## src/rtl/lsu_pkg.sv

```systemverilog
// Shared types and helpers for the load/store unit: opcodes, FSM states,
// access-size decode.
package lsu_pkg;

    typedef enum logic [3:0] {
        OP_LD_B  = 4'b0000,
        OP_LD_H  = 4'b0001,
        OP_LD_W  = 4'b0010,
        OP_LD_D  = 4'b0011,
        OP_ST_B  = 4'b0100,
        OP_ST_H  = 4'b0101,
        OP_ST_W  = 4'b0110,
        OP_ST_D  = 4'b0111,
        OP_LD_BU = 4'b1000,
        OP_LD_HU = 4'b1001
    } lsu_op_e;

    typedef enum logic [1:0] {
        S_IDLE,
        S_REQ,
        S_WAIT,
        S_DONE
    } lsu_state_e;

    typedef enum logic [1:0] {
        K_PASS,
        K_LOAD,
        K_STORE
    } lsu_kind_e;

    // Byte-enable pattern for an access of 2**size_log2 bytes at lane 0.
    function automatic logic [7:0] size_mask(input logic [1:0] size_log2);
        case (size_log2)
            2'd0:    return 8'h01;
            2'd1:    return 8'h03;
            2'd2:    return 8'h0F;
            default: return 8'hFF;
        endcase
    endfunction

    // Offset bits that must be zero for a naturally aligned access.
    function automatic logic [2:0] align_bits(input logic [1:0] size_log2);
        case (size_log2)
            2'd0:    return 3'b000;
            2'd1:    return 3'b001;
            2'd2:    return 3'b011;
            default: return 3'b111;
        endcase
    endfunction

    // Doubleword ops only exist on a 64-bit bus; otherwise they fall to passthrough.
    function automatic lsu_kind_e op_kind(input logic [3:0] op, input bit wide);
        case (op)
            OP_LD_B, OP_LD_H, OP_LD_W, OP_LD_BU, OP_LD_HU: return K_LOAD;
            OP_ST_B, OP_ST_H, OP_ST_W:                     return K_STORE;
            OP_LD_D: return wide ? K_LOAD : K_PASS;
            OP_ST_D: return wide ? K_STORE : K_PASS;
            default: return K_PASS;
        endcase
    endfunction

endpackage

```

## src/rtl/lsu_align.sv

```systemverilog
// Byte-lane alignment: shifts store data up into its lanes and shifts load
// data down, then sign/zero-extends it from the access size.
module lsu_align
    import lsu_pkg::*;
#(
    parameter int DATA_WIDTH = 32,
    parameter int OFF_W      = $clog2(DATA_WIDTH/8)
) (
    input  logic [OFF_W-1:0]      offset,
    input  logic [1:0]            size_log2,
    input  logic                  sign_ext,
    input  logic [DATA_WIDTH-1:0] st_data,
    input  logic [DATA_WIDTH-1:0] ld_data,
    output logic [DATA_WIDTH-1:0] st_lane,
    output logic [DATA_WIDTH-1:0] ld_value
);

    logic [OFF_W+2:0]      sh_amt;
    logic [DATA_WIDTH-1:0] ld_shift;
    logic [DATA_WIDTH-1:0] ld_keep;
    logic [DATA_WIDTH-1:0] ld_top;
    logic [6:0]            nbits;

    assign sh_amt   = {offset, 3'b000};
    assign st_lane  = st_data << sh_amt;
    assign ld_shift = ld_data >> sh_amt;
    assign nbits    = 7'd8 << size_log2;

    // Keep mask covers the access bits; top marks its sign bit.
    always_comb begin
        ld_keep = '0;
        ld_top  = '0;
        for (int i = 0; i < DATA_WIDTH; i++) begin
            ld_keep[i] = (i < int'(nbits));
            ld_top[i]  = (i == int'(nbits) - 1);
        end
        ld_value = ld_shift & ld_keep;
        if (sign_ext && |(ld_shift & ld_top))
            ld_value = ld_value | ~ld_keep;
    end

endmodule

```

## src/rtl/load_store_unit.sv

```systemverilog
// Single-outstanding load/store unit: accepts one op, runs one memory
// request/response handshake, then holds the result until taken.
module load_store_unit
    import lsu_pkg::*;
#(
    parameter int DATA_WIDTH = 32,
    parameter int ADDR_WIDTH = 32
) (
    input  logic                    clk,
    input  logic                    rst_n,
    input  logic                    in_valid,
    output logic                    in_ready,
    input  logic [3:0]              in_lsu_op,
    input  logic [ADDR_WIDTH-1:0]   in_addr,
    input  logic [DATA_WIDTH-1:0]   in_wdata,
    output logic                    out_valid,
    input  logic                    out_ready,
    output logic [DATA_WIDTH-1:0]   out_rdata,
    output logic                    out_ale,
    output logic                    mem_req,
    input  logic                    mem_gnt,
    output logic                    mem_we,
    output logic [ADDR_WIDTH-1:0]   mem_addr,
    output logic [DATA_WIDTH-1:0]   mem_wdata,
    output logic [DATA_WIDTH/8-1:0] mem_wmask,
    input  logic                    mem_rvalid,
    input  logic [DATA_WIDTH-1:0]   mem_rdata
);

    localparam int NB    = DATA_WIDTH / 8;
    localparam int OFF_W = $clog2(NB);
    localparam bit WIDE  = (DATA_WIDTH == 64);

    lsu_state_e       state;
    logic [3:0]       op_q;
    logic [OFF_W-1:0] off_q;

    logic [OFF_W-1:0]      in_off;
    lsu_kind_e             in_kind;
    logic                  in_misaligned;
    logic [NB-1:0]         in_mask;
    logic [OFF_W-1:0]      al_off;
    logic [1:0]            al_size;
    logic                  al_sign;
    logic [DATA_WIDTH-1:0] st_lane;
    logic [DATA_WIDTH-1:0] ld_value;

    assign in_ready      = (state == S_IDLE);
    assign in_off        = in_addr[OFF_W-1:0];
    assign in_kind       = op_kind(in_lsu_op, WIDE);
    assign in_misaligned = (in_kind != K_PASS) &&
                           (|(3'(in_off) & align_bits(in_lsu_op[1:0])));
    assign in_mask       = NB'(size_mask(in_lsu_op[1:0])) << in_off;

    // One aligner serves both paths: the incoming store in IDLE, the
    // captured load response afterwards.
    assign al_off  = (state == S_IDLE) ? in_off : off_q;
    assign al_size = (state == S_IDLE) ? in_lsu_op[1:0] : op_q[1:0];
    assign al_sign = (op_q != OP_LD_BU) && (op_q != OP_LD_HU);

    lsu_align #(
        .DATA_WIDTH (DATA_WIDTH),
        .OFF_W      (OFF_W)
    ) u_align (
        .offset    (al_off),
        .size_log2 (al_size),
        .sign_ext  (al_sign),
        .st_data   (in_wdata),
        .ld_data   (mem_rdata),
        .st_lane   (st_lane),
        .ld_value  (ld_value)
    );

    always_ff @(posedge clk) begin
        if (!rst_n) begin
            state     <= S_IDLE;
            op_q      <= '0;
            off_q     <= '0;
            mem_req   <= 1'b0;
            mem_we    <= 1'b0;
            mem_addr  <= '0;
            mem_wdata <= '0;
            mem_wmask <= '0;
            out_valid <= 1'b0;
            out_ale   <= 1'b0;
            out_rdata <= '0;
        end else begin
            case (state)
                S_IDLE: begin
                    if (in_valid) begin
                        op_q  <= in_lsu_op;
                        off_q <= in_off;
                        if (in_kind == K_PASS || in_misaligned) begin
                            state     <= S_DONE;
                            out_valid <= 1'b1;
                            out_ale   <= in_misaligned;
                            out_rdata <= in_misaligned ? '0 : DATA_WIDTH'(in_addr);
                        end else begin
                            state     <= S_REQ;
                            mem_req   <= 1'b1;
                            mem_we    <= (in_kind == K_STORE);
                            mem_addr  <= {in_addr[ADDR_WIDTH-1:OFF_W], {OFF_W{1'b0}}};
                            mem_wdata <= (in_kind == K_STORE) ? st_lane : '0;
                            mem_wmask <= (in_kind == K_STORE) ? in_mask : '0;
                        end
                    end
                end
                S_REQ: begin
                    if (mem_gnt) begin
                        state   <= S_WAIT;
                        mem_req <= 1'b0;
                    end
                end
                S_WAIT: begin
                    // Store completion is the write acknowledge; its result is zero.
                    if (mem_rvalid) begin
                        state     <= S_DONE;
                        out_valid <= 1'b1;
                        out_ale   <= 1'b0;
                        out_rdata <= (op_kind(op_q, WIDE) == K_LOAD) ? ld_value : '0;
                    end
                end
                S_DONE: begin
                    if (out_ready) begin
                        state     <= S_IDLE;
                        out_valid <= 1'b0;
                    end
                end
                default: state <= S_IDLE;
            endcase
        end
    end

endmodule

```

## config.mk

```make
export PLATFORM = sky130hd
export DESIGN_NAME = load_store_unit
export DESIGN_NICKNAME = d
export VERILOG_FILES = /design/src/rtl/lsu_pkg.sv /design/src/rtl/lsu_align.sv /design/src/rtl/load_store_unit.sv
export SDC_FILE = /design/constraint.sdc
export NUM_CORES = 1
export LEC_CHECK = 0
export CAP_MARGIN = 20
export CORE_MARGIN = 2
export CORE_UTILIZATION = 46
export CTS_BUF_LIST = sky130_fd_sc_hd__clkbuf_8
export DETAILED_ROUTE_END_ITERATION = 16
export GPL_ROUTABILITY_DRIVEN = 0
export PLACE_DENSITY_LB_ADDON = 0.2
export REMOVE_ABC_BUFFERS = 1
export SLEW_MARGIN = 20
export SYNTH_ARGS = -nofsm -noshare
export SYNTH_HDL_FRONTEND = slang
export SYNTH_SLANG_ARGS = --single-unit
```

## constraint.sdc

```tcl
create_clock -name clk -period 3.2 [get_ports clk]
set_input_delay 0.8 -clock clk [delete_from_list [all_inputs] [get_ports clk]]
set_output_delay 0.8 -clock clk [all_outputs]
set_load 0.02 [all_outputs]
```

# ---- Word level (Yosys, flattened, before mapping)
# Memory sizes are Yosys's and may differ from the RTL's. A register that Yosys moved wholly into a read port is not among the register bits.
# Cells that the tools add are included.
dict set report classes {
  add_sub_neg 1
  n_reduce_logical 20
  mux 37
  bitwise_logic 6
  n_shift 4
  magnitude_cmp 32
  eq_ne 46
}
# cell count
set op_table {}
lappend op_table {{equality test 6 x 32 -> 1 bit, first input constant} 16}
lappend op_table {{equality test 5 x 32 -> 1 bit, first input constant} 8}
lappend op_table {{two-way mux 32 bit} 7}
lappend op_table {{equality test 4 x 32 -> 1 bit, first input constant} 4}
lappend op_table {{less-than comparator 5 x 7 -> 1 bit, first input constant} 16}
lappend op_table {{bitwise AND 32 bit} 2}
lappend op_table {{equality test 3 x 32 -> 1 bit, first input constant} 2}
lappend op_table {{one-hot mux 32 bit (2 select lines)} 1}
lappend op_table {{less-than comparator 4 x 7 -> 1 bit, first input constant} 8}
lappend op_table {{equality test 2 x 32 -> 1 bit, first input constant} 1}
lappend op_table {{logical NOT 32 bit} 1}
lappend op_table {{NOT 32 bit} 1}
lappend op_table {{OR 32 bit} 1}
lappend op_table {{OR reduction 32 bit} 1}
lappend op_table {{<< shifter 32 x 5 -> 32 bit} 1}
lappend op_table {{>> shifter 32 x 5 -> 32 bit} 1}
lappend op_table {{less-than comparator 3 x 7 -> 1 bit, first input constant} 4}
lappend op_table {{two-way mux 2 bit} 10}
lappend op_table {{less-than comparator 1 x 7 -> 1 bit, first input constant} 2}
lappend op_table {{less-than comparator 2 x 7 -> 1 bit, first input constant} 2}
lappend op_table {{two-way mux 4 bit} 3}
lappend op_table {{one-hot mux 4 bit (3 select lines)} 1}
lappend op_table {{AND reduction 4 bit} 3}
lappend op_table {{two-way mux 1 bit} 10}
lappend op_table {{23 further kinds} 40}
dict set report word_totals {
  n_memories 2
  in_bits 106
  rom_bits 64
  register_bits 110
  output_inout_bits 105
}
# name words width read_ports rd_ports_with_merged_regs wr line
set memory_table {}
lappend memory_table {{(no name shown)} 16 2 1 1 0 lsu_pkg.sv:53} ;# case (op)
lappend memory_table {{(no name shown)} 16 2 1 0 0 lsu_pkg.sv:53}

# ---- Logic depth before layout (Yosys ltp)
# Gate-level depths: netlist (run 1).
dict set report logic_depth {
  word_depth 12
  depth_mapped 10
}

# ---- Cells and area by module
# Synthesis (run 1) repeated with hierarchy kept, for this count alone.
dict set report hier_totals {
  cells_unflattened 786
  hier_area_um2 6048.3
}
# mod area_each_um2 instances cells_each
set by_module_without_submodules {}
lappend by_module_without_submodules {load_store_unit 4643.2 1 581}
lappend by_module_without_submodules {lsu_align 1405.1 1 205}

# ---- Least setup slack after synthesis (run 1)
# OpenSTA, ideal clock, no wires.
dict set report synth_path {
  kind {reg-to-reg}
  from {register state[0]}
  to {register out_rdata[22]}
  path_stages_with_launch 10
  path_buffers 2
  t_arrival_ns 2.414
  setup_time_ns 0.122
  setup_slack_ns 0.665
  cell_sequence {dfxtp_1 -> inv_1 -> ha_1 -> buf_6 -> mux2i_4 -> mux2i_1 -> o21ai_2 -> o311a_4 -> buf_6 -> a221o_1}
}
dict set report synth_via {
  elab_chain_len 12
}
# item line
set synth_rtl {}
lappend synth_rtl {{from (decl)} load_store_unit.sv:34} ;# lsu_state_e state;
lappend synth_rtl {{from (signal assigned)} load_store_unit.sv:76} ;# state <= S_IDLE;
lappend synth_rtl {{from (signal assigned)} load_store_unit.sv:94} ;# state <= S_DONE;
lappend synth_rtl {{from (signal assigned)} load_store_unit.sv:99} ;# state <= S_REQ;
lappend synth_rtl {{logical NOT 2 bit *} --}
lappend synth_rtl {{via in_ready} load_store_unit.sv:12} ;# output logic in_ready,
lappend synth_rtl {{two-way mux 2 bit} load_store_unit.sv:58} ;# assign al_size = (state == S_IDLE) ? in_lsu_op[1:0] : op_q[1:0];
lappend synth_rtl {{<< shifter 4 x 2 -> 7 bit} lsu_align.sv:27} ;# assign nbits = 7'd8 << size_log2;
lappend synth_rtl {{subtractor 7 x 1 -> 8 bit} lsu_align.sv:35} ;# ld_top[i] = (i == int'(nbits) - 1);
lappend synth_rtl {{equality test 2 x 32 -> 1 bit (tied with other cells)} lsu_align.sv:35}
lappend synth_rtl {{bitwise AND 32 bit} lsu_align.sv:38} ;# if (sign_ext && |(ld_shift & ld_top))
lappend synth_rtl {{OR reduction 32 bit} lsu_align.sv:38}
lappend synth_rtl {{logical AND 1 bit} lsu_align.sv:38}
lappend synth_rtl {{two-way mux 32 bit} lsu_align.sv:38}
lappend synth_rtl {{two-way mux 32 bit} load_store_unit.sv:120} ;# out_rdata <= (op_kind(op_q, WIDE) == K_LOAD) ? ld_value : '0;
lappend synth_rtl {{two-way mux 32 bit} load_store_unit.sv:116} ;# if (mem_rvalid) begin
lappend synth_rtl {{one-hot mux 32 bit (2 select lines)} load_store_unit.sv:88} ;# case (state)
lappend synth_rtl {{to (signal assigned)} load_store_unit.sv:97} ;# out_rdata <= in_misaligned ? '0 : DATA_WIDTH'(in_addr);
lappend synth_rtl {{to (signal assigned)} load_store_unit.sv:120}
lappend synth_rtl {{to (decl)} load_store_unit.sv:18} ;# output logic [DATA_WIDTH-1:0] out_rdata,
# Mark *: on every way through the listed nets, which the timed path passes. The rest lies on a longest branch. The select of a mux whose other input is x is not followed.
# A chain may end at the register's enable or synchronous reset.

# ---- Worst setup path after layout (run 1)
dict set report layout_path {
  from {register state[0]}
  to {output in_ready}
}
dict set report layout_via {
  elab_chain_len 1
}
# item line
set layout_rtl {}
lappend layout_rtl {{logical NOT 2 bit} load_store_unit.sv:48} ;# assign in_ready = (state == S_IDLE);
lappend layout_rtl {{to (decl)} load_store_unit.sv:12}
# Every way passes these cells.

==> key figures, run 1 <==
Pwr
  – Static Leak: just under 3 nW
  – Clk pwr share: 0.143
  – Register share of total power: 0.319
  – Sw power: around 2.3 mW
  – Switching part of the total: 0.414
  – Comb pwr share: 0.538
  – P per Cell Area: 706 mW/mm^2
  – Max VDD drop: 340 uV
  – Pint: 3.28 mW

Die
  – DIE WIDTH: 114 microns
  – Starting density of the core: 0.466
  – Cell Rows: 40
  – Core ar.: between 0.01 and 0.015 sq mm
  – Die Y: approximately 110 microns
  – DIE AREA: about 0.013 sq mm
  – Ports: approximately 210

Min path
  – Hold Path Stages: 2
  – Min-Delay Path Class: reg -> reg

Synth
  – Cells after Synth: between 600 and 700
  – Synth Register Bits: 112
  – Top_reg_cell synth: dfxtp_1
  – Most instantiated library cell after synthesis: dfxtp_1
  – Synth area leader: dfxtp_1
  – Sequential area share after synthesis: 0.406
  – Synthesized area per cell: 8.96 sq um
  – Top cells by area, synth: dfxtp_1 41%, nand2_1 7.0%, mux2i_1 6.0%
  – Synth async-reset ratio: 0
  – Distinct cells, synth: 54
  – Synth top area share: 0.406
  – Warnings from Yosys: 0
  – Post-synth top cells: 112 x dfxtp_1, 103 x nand2_1, 57 x a21oi_1
  – Synth Cell Area: 0.00553 sq mm
  – Post-synth EDFFs: 0

Clock network
  – Post-CTS Setup Bufs: 0
  – # H-tree levels: 3
  – Sink Count: 112
  – CTS tree: built
  – Clk Latency, worst-skew pair: 0.38 ns
  – Reg clk slew, reported paths: 0.11 ns
  – CTS Buf Count: 9
  – Clk buf depth: 2
  – CTS Hold Bufs: 0
  – Post_cts resized: 0
  – Clock Root Buffer: clkbuf_8

Worst setup path
  – WP depth: 3
  – CP cell instances: inv_1, ha_1, clkdlybuf4s50_1
  – Crit. End Element: output pin
  – Slowest cell on crit path: clkdlybuf4s50_1
  – Worst setup SP type: flip-flop
  – Worst path top cell family by delay: buffers and inverters
  – Buf+Inv Stages, Crit Path: 2
  – Crit path arrival time: 2.11 ns
  – Critical path's largest stage delay: 0.71 ns
  – CP Class: reg -> out
  – Worst r2r path cells: 8
  – CP max FO: 10
  – Worst EP required: 2.40 ns

Placement
  – Final HPWL DP: 13300 microns
  – Placed cells: 944
  – Port buffer count: 208
  – Pre-CTS setup slack: 0.0870 ns
  – Placed cell areas: 0.00774 sq mm

Final layout
  – Final std cells w/o fill: around 960
  – Area Overhead vs Synth: 43.3%
  – Layout cells sized above 1: 0.103
  – Design Area, Final: 0.00792 sq mm
  – FILL cells: approximately 990
  – Antenna diode count: 0
  – Final #Nets: 920

GRT
  – Grt met3 use: 0.0659
  – Vias in the first global route: 5430
  – Met1 Use GR: 0.337
  – Met2 Resource Use GR: 0.473
  – Grt peak-use layer: met2
  – Initial antenna violation count: 0
  – Gr usage total: 0.274
  – Largest net degree at the start of global routing: 41
  – Total congestion overflow: 0
  – First-pass GRT wire length: 28100 microns

Timing
  – Final setup fails: 0
  – Max Fclk: ~340 MHz
  – Final period util: 0.910
  – Setup_tns: 0 ns
  – Relative slew slack: 0.471
  – Unrepaired setup endpoints after global routing: false
  – Hold_ws: roughly 0.46 ns
  – Slew Viols, Final: 0
  – Worst-Margin Slew: 0.793 ns
  – PnR worst setup slack: 0.290 ns
  – Hold Vio Cnt, Final: 0
  – Crit path time final: 2.91 ns
  – Final Skew: approximately 0.012 ns

Detailed routing
  – Vias/cell: between 5 and 6
  – Drt drc: 0
  – DR iter-0 viols: 474
  – Antenna-violating nets left: 0
  – Post-Route WL: 18200 microns
  – 1st-pass router iterations: 7
  – DR vias: 5657
  – DR WL/cell: 19.0 microns

Job
  – Max-Cap Viols: 0

Outcome
  – Status: completed
==> cell type report <==
class                   count  area, sq um  share of cell area
multi-input cells         440         2990               0.377
inverters                  10         37.5             0.00474
clock buffers              10          138              0.0174
flip-flops and latches    112         2240               0.283
repair buffers            235         2300               0.290
clock inverters             5         33.8             0.00426
well taps                 147          184              0.0232
==> worst reg2reg max path, stage by stage, from the launching register on <==
cell and delay, ns:
dfxtp_1 0.37, inv_1 0.12, ha_1 0.53, mux2_2 0.45
buf_4 0.18, mux2i_1 0.20, nor3_1 0.10, o311a_4 0.42
a221o_1 0.29
==> metrics by stage <==
| step | total power, mW | utilization |
|---|---|---|
| 2_1_floorplan | 3.57 | - |
| 3_3_place_gp | 4.72 | 0.653 |
| 3_5_place_dp | 4.80 | 0.653 |
| 4_1_cts | 5.58 | 0.667 |
| 5_1_grt | 5.90 | 0.668 |
| 6_report | 5.60 | 0.668 |
==> worst paths after layout <==
kind | from | endpoint | slack, ns
max reg2reg | state[0] | out_rdata[27] | 0.42
max | state[0] | in_ready | 0.29
min reg2reg | mem_addr[26] | mem_addr[26] | 0.46
min | mem_addr[26] | mem_addr[26] | 0.46
==> layer usage <==
metal,vias to the layer above,part of all wire
met2,285,0.49
li1,2624,-
met1,2721,0.40
met5,-,0
met4,0,0.017
met3,27,0.092
==> cells in the final DEF, fill, tap and decap left out, types with 2 or more instances in the layout <==
| master | instances |
|---|---|
| o21ai_0 | 25 |
| a211oi_1 | 4 |
| mux2_2 | 11 |
| nand3_1 | 13 |
| a221o_1 | 24 |
| o21ai_1 | 2 |
| and2_1 | 3 |
| clkbuf_8 | 10 |
| a32oi_1 | 8 |
| clkdlybuf4s50_1 | 208 |
| nand2b_1 | 2 |
| buf_4 | 26 |
| and3_1 | 3 |
| mux4_2 | 8 |
| a22oi_2 | 8 |
| a22oi_1 | 26 |
| nand2_1 | 103 |
| dfxtp_1 | 112 |
| a21o_1 | 2 |
| conb_1 | 2 |
| mux2i_1 | 32 |
| a221oi_1 | 2 |
| a31oi_1 | 2 |
| nor2_2 | 4 |
| a21oi_1 | 57 |
| a22o_1 | 8 |
| inv_1 | 10 |
| nor2_1 | 43 |
| ha_1 | 6 |
| nor3_1 | 3 |
| o2bb2ai_1 | 16 |
==> logic make-up (layout without fill, tap and decap cells) <==
family,count (synthesis),after routing,share of synthesized area
AO/OA/AOI/OAI,193,193,0.258
adder cells (fa/ha/maj),6,6,0.0136
buffers and inverters,66,260,0.0573
flip-flops,112,112,0.406
multiplexers,54,54,0.122
other,1,2,0.000678
AND/OR/NAND/NOR,185,185,0.143
==> power groups by stage <==
stage / registers [mW] / logic (mW) / clock network (mW)
final: 1.78 / 3.01 / 0.801
after global routing: 1.81 / 3.22 / 0.872
after CTS: 1.78 / 3.00 / 0.802
after detailed placement: 1.81 / 2.99 / 0
after global placement: 1.80 / 2.92 / 0
after floorplan: 2.05 / 1.52 / 0
==> state kept, by name, summed over array words and instances, names as in the netlist, named ones only <==
name	flops
mem_wdata	32
out_rdata	32
mem_addr	30
mem_wmask	4
op_q	4
off_q	2
state	2
mem_req	1
mem_we	1
out_ale	1
out_valid	1
Note: power is estimated with default switching activity, not from simulation.
==> inputs of run 2 (changes only) <==
--- a/config.mk
+++ b/config.mk
@@ -12,6 +12,7 @@
 export DETAILED_ROUTE_END_ITERATION = 16
 export GPL_ROUTABILITY_DRIVEN = 0
 export PLACE_DENSITY_LB_ADDON = 0.2
+export RECOVER_POWER = 25
 export REMOVE_ABC_BUFFERS = 1
 export SLEW_MARGIN = 20
 export SYNTH_ARGS = -nofsm -noshare
==> key figures, run 2 (synthesized netlist as in run 1, its figures left out) <==
Detailed routing
  – DR top layer: met4
  – DR WL/cell: 19.0 microns (+0.32%)
  – Vias/cell: 5.88 (-0.35%)
  – Post-Route WL: 18200 microns (+0.32%)
  – Met3 Wirelength: 1700 microns (+1.4%)
  – Wire length on met2: 8910 microns (about the same)
  – DR vias: 5637 (-0.35%)
  – Antenna-violating nets left: 0 (unchanged)
  – Drt drc: 0 (unchanged)
  – DR iter-0 viols: 434 (-8.4%)
  – 1st-pass router iterations: 5 (-2)
  – DRT met1 WL: 7350 microns (+1.0%)

Clock network
  – CTS Hold Bufs: 0 (unchanged)
  – Post_cts resized: 0 (unchanged)
  – Sink Count: 112 (unchanged)
  – CTS Buf Count: 9 (unchanged)
  – Clk Latency, worst-skew pair: 0.37 ns (about the same)
  – Clock Root Buffer: clkbuf_8
  – Post-CTS Setup Bufs: 0 (unchanged)
  – Reg clk slew, reported paths: 0.10 ns (about the same)
  – CTS tree: built
  – Clk buf depth: 2 (unchanged)
  – # H-tree levels: 3 (unchanged)

Timing
  – Hold Vio Cnt, Final: 0 (unchanged)
  – Unrepaired setup endpoints after global routing: false
  – Final period util: 0.925 (+0.0152)
  – Max Fclk: 338 MHz (-1.6%)
  – PnR worst setup slack: 0.241 ns (-0.0488 ns)
  – Final Skew: 0.0133 ns (+0.000763 ns)
  – Crit path time final: 2.96 ns (+0.0488 ns)
  – Relative slew slack: 0.0239 (-0.447)
  – Setup_tns: 0 ns (unchanged)
  – Final setup fails: 0 (unchanged)
  – Worst-Margin Slew: 1.46 ns (+0.671 ns)
  – Slew Viols, Final: 0 (unchanged)
  – Hold_ws: 0.456 ns (-0.00329 ns)

Min path
  – Hold EP: mem_addr[27]
  – Min-Delay Path Class: reg -> reg
  – Hold_sp: mem_addr[27]
  – Hold Path Stages: 2 (unchanged)

Final layout
  – Final std cells w/o fill: 959 (unchanged)
  – FILL cells: 995 (+0.20%)
  – Final core utilization: 0.668 (about the same)
  – Antenna diode count: 0 (unchanged)
  – Layout cells sized above 1: 0.102 (-0.00123)
  – Biggest regs: mem_wdata: 32 flops, out_rdata: 32 flops, mem_addr: 30 flops
  – Area Overhead vs Synth: 43.2% (about the same)
  – Final #Nets: 920 (unchanged)
  – Most common cell after layout, fill and taps aside: clkdlybuf4s50_1
  – Commonest cells after routing, fill and taps aside: 160 x clkdlybuf4s50_1, 112 x dfxtp_1, 103 x nand2_1, 57 x a21oi_1, 48 x dlygate4sd3_1

Pwr
  – P per Cell Area: 703 mW/mm^2 (-0.56%)
  – Static Leak: 3.09 nW (+4.7%)
  – Max VDD drop: 340 uV (+0.13%)

Worst setup path
  – CP max FO: 40 (+30)
  – Crit. End Element: flip-flop
  – CP Class: in -> reg
  – Crit path arrival time: 3.16 ns (+1.05 ns)
  – Worst EP required: 3.40 ns (+1.00 ns)
  – FF-to-FF Start: state[0]
  – Worst r2r path cells: 8 (unchanged)
  – Reg2Reg Setup Slack: 0.42 ns (about the same)
  – Reg2Reg Capture Point: out_rdata[27]
  – Worst setup SP type: input port

Outcome
  – Status: completed

Die
  – Starting density of the core: 0.466 (unchanged)
  – Cell Rows: 40 (unchanged)
  – DIE AREA: 0.0129 sq mm (unchanged)
  – Ports: 211 (unchanged)
  – Core ar.: 0.0119 sq mm (unchanged)
  – Die Y: 114 microns (unchanged)
  – DIE WIDTH: 114 microns (unchanged)

GRT
  – Gr usage total: 0.274 (unchanged)
  – Largest net degree at the start of global routing: 41 (unchanged)
  – Initial antenna violation count: 0 (unchanged)
  – Vias in the first global route: 5430 (unchanged)
  – Total congestion overflow: 0 (unchanged)
  – First-pass GRT wire length: 28100 microns (unchanged)

Placement
  – Final HPWL DP: 13300 microns (unchanged)
  – Pre-CTS setup slack: 0.0870 ns (unchanged)
  – Placed cells: 944 (unchanged)
  – Port buffer count: 208 (unchanged)

Job
  – Max-Cap Viols: 0 (unchanged)
==> run 2: per-layer routing <==
metal  GRT usage  up-vias
met3      0.0659       19
li1            -     2634
met2       0.473      281
met5           0        -
met4      0.0870        0
met1       0.337     2703
==> run 2: how the worst max path moves through the flow <==
| stage | startpoint | end | depth (start not counted) |
|---|---|---|---|
| 5_1_grt | rst_n | mem_wdata[0] | 5 |
| 3_3_place_gp | in_addr[1] | out_rdata[29] | 5 |
| 3_5_place_dp | in_addr[1] | out_rdata[27] | 5 |
| 4_1_cts | state[0] | in_ready | 3 |
| 2_1_floorplan | in_addr[0] | mem_wdata[5] | 5 |
| 6_report | rst_n | mem_wdata[31] | 5 |
==> run 2: layout make-up <==
type	count	area, sq um	share of cell area
Clock buffer	10	138	0.0174
Clock inverter	5	33.8	0.00427
Inverter	10	37.5	0.00474
Multi-Input combinational cell	440	2990	0.378
Sequential cell	112	2240	0.283
Tap cell	147	184	0.0232
Timing Repair Buffer	235	2290	0.290
==> run 2: power breakdown <==
| part | internal, mW | total [mW] | switching (mW) |
|---|---|---|---|
| Combinational | 1.30 | 2.98 | 1.68 |
| Sequential | 1.64 | 1.78 | 0.139 |
| Clock | 0.302 | 0.801 | 0.499 |
==> run 2: per-stage QoR <==
step                power (mW)  instance area [sq um]
floorplan                 3.57                   5250
global placement          4.72                   7740
detailed placement        4.80                   7740
CTS                       5.58                   7920
global route              5.87                   7920
finish                    5.56                   7920
==> run 2: critical path, stage by stage <==
cell	delay, ns
dlygate4sd3_1	0.58
inv_2	0.08
buf_4	0.41
clkbuf_1	1.12
nor2_1	0.15
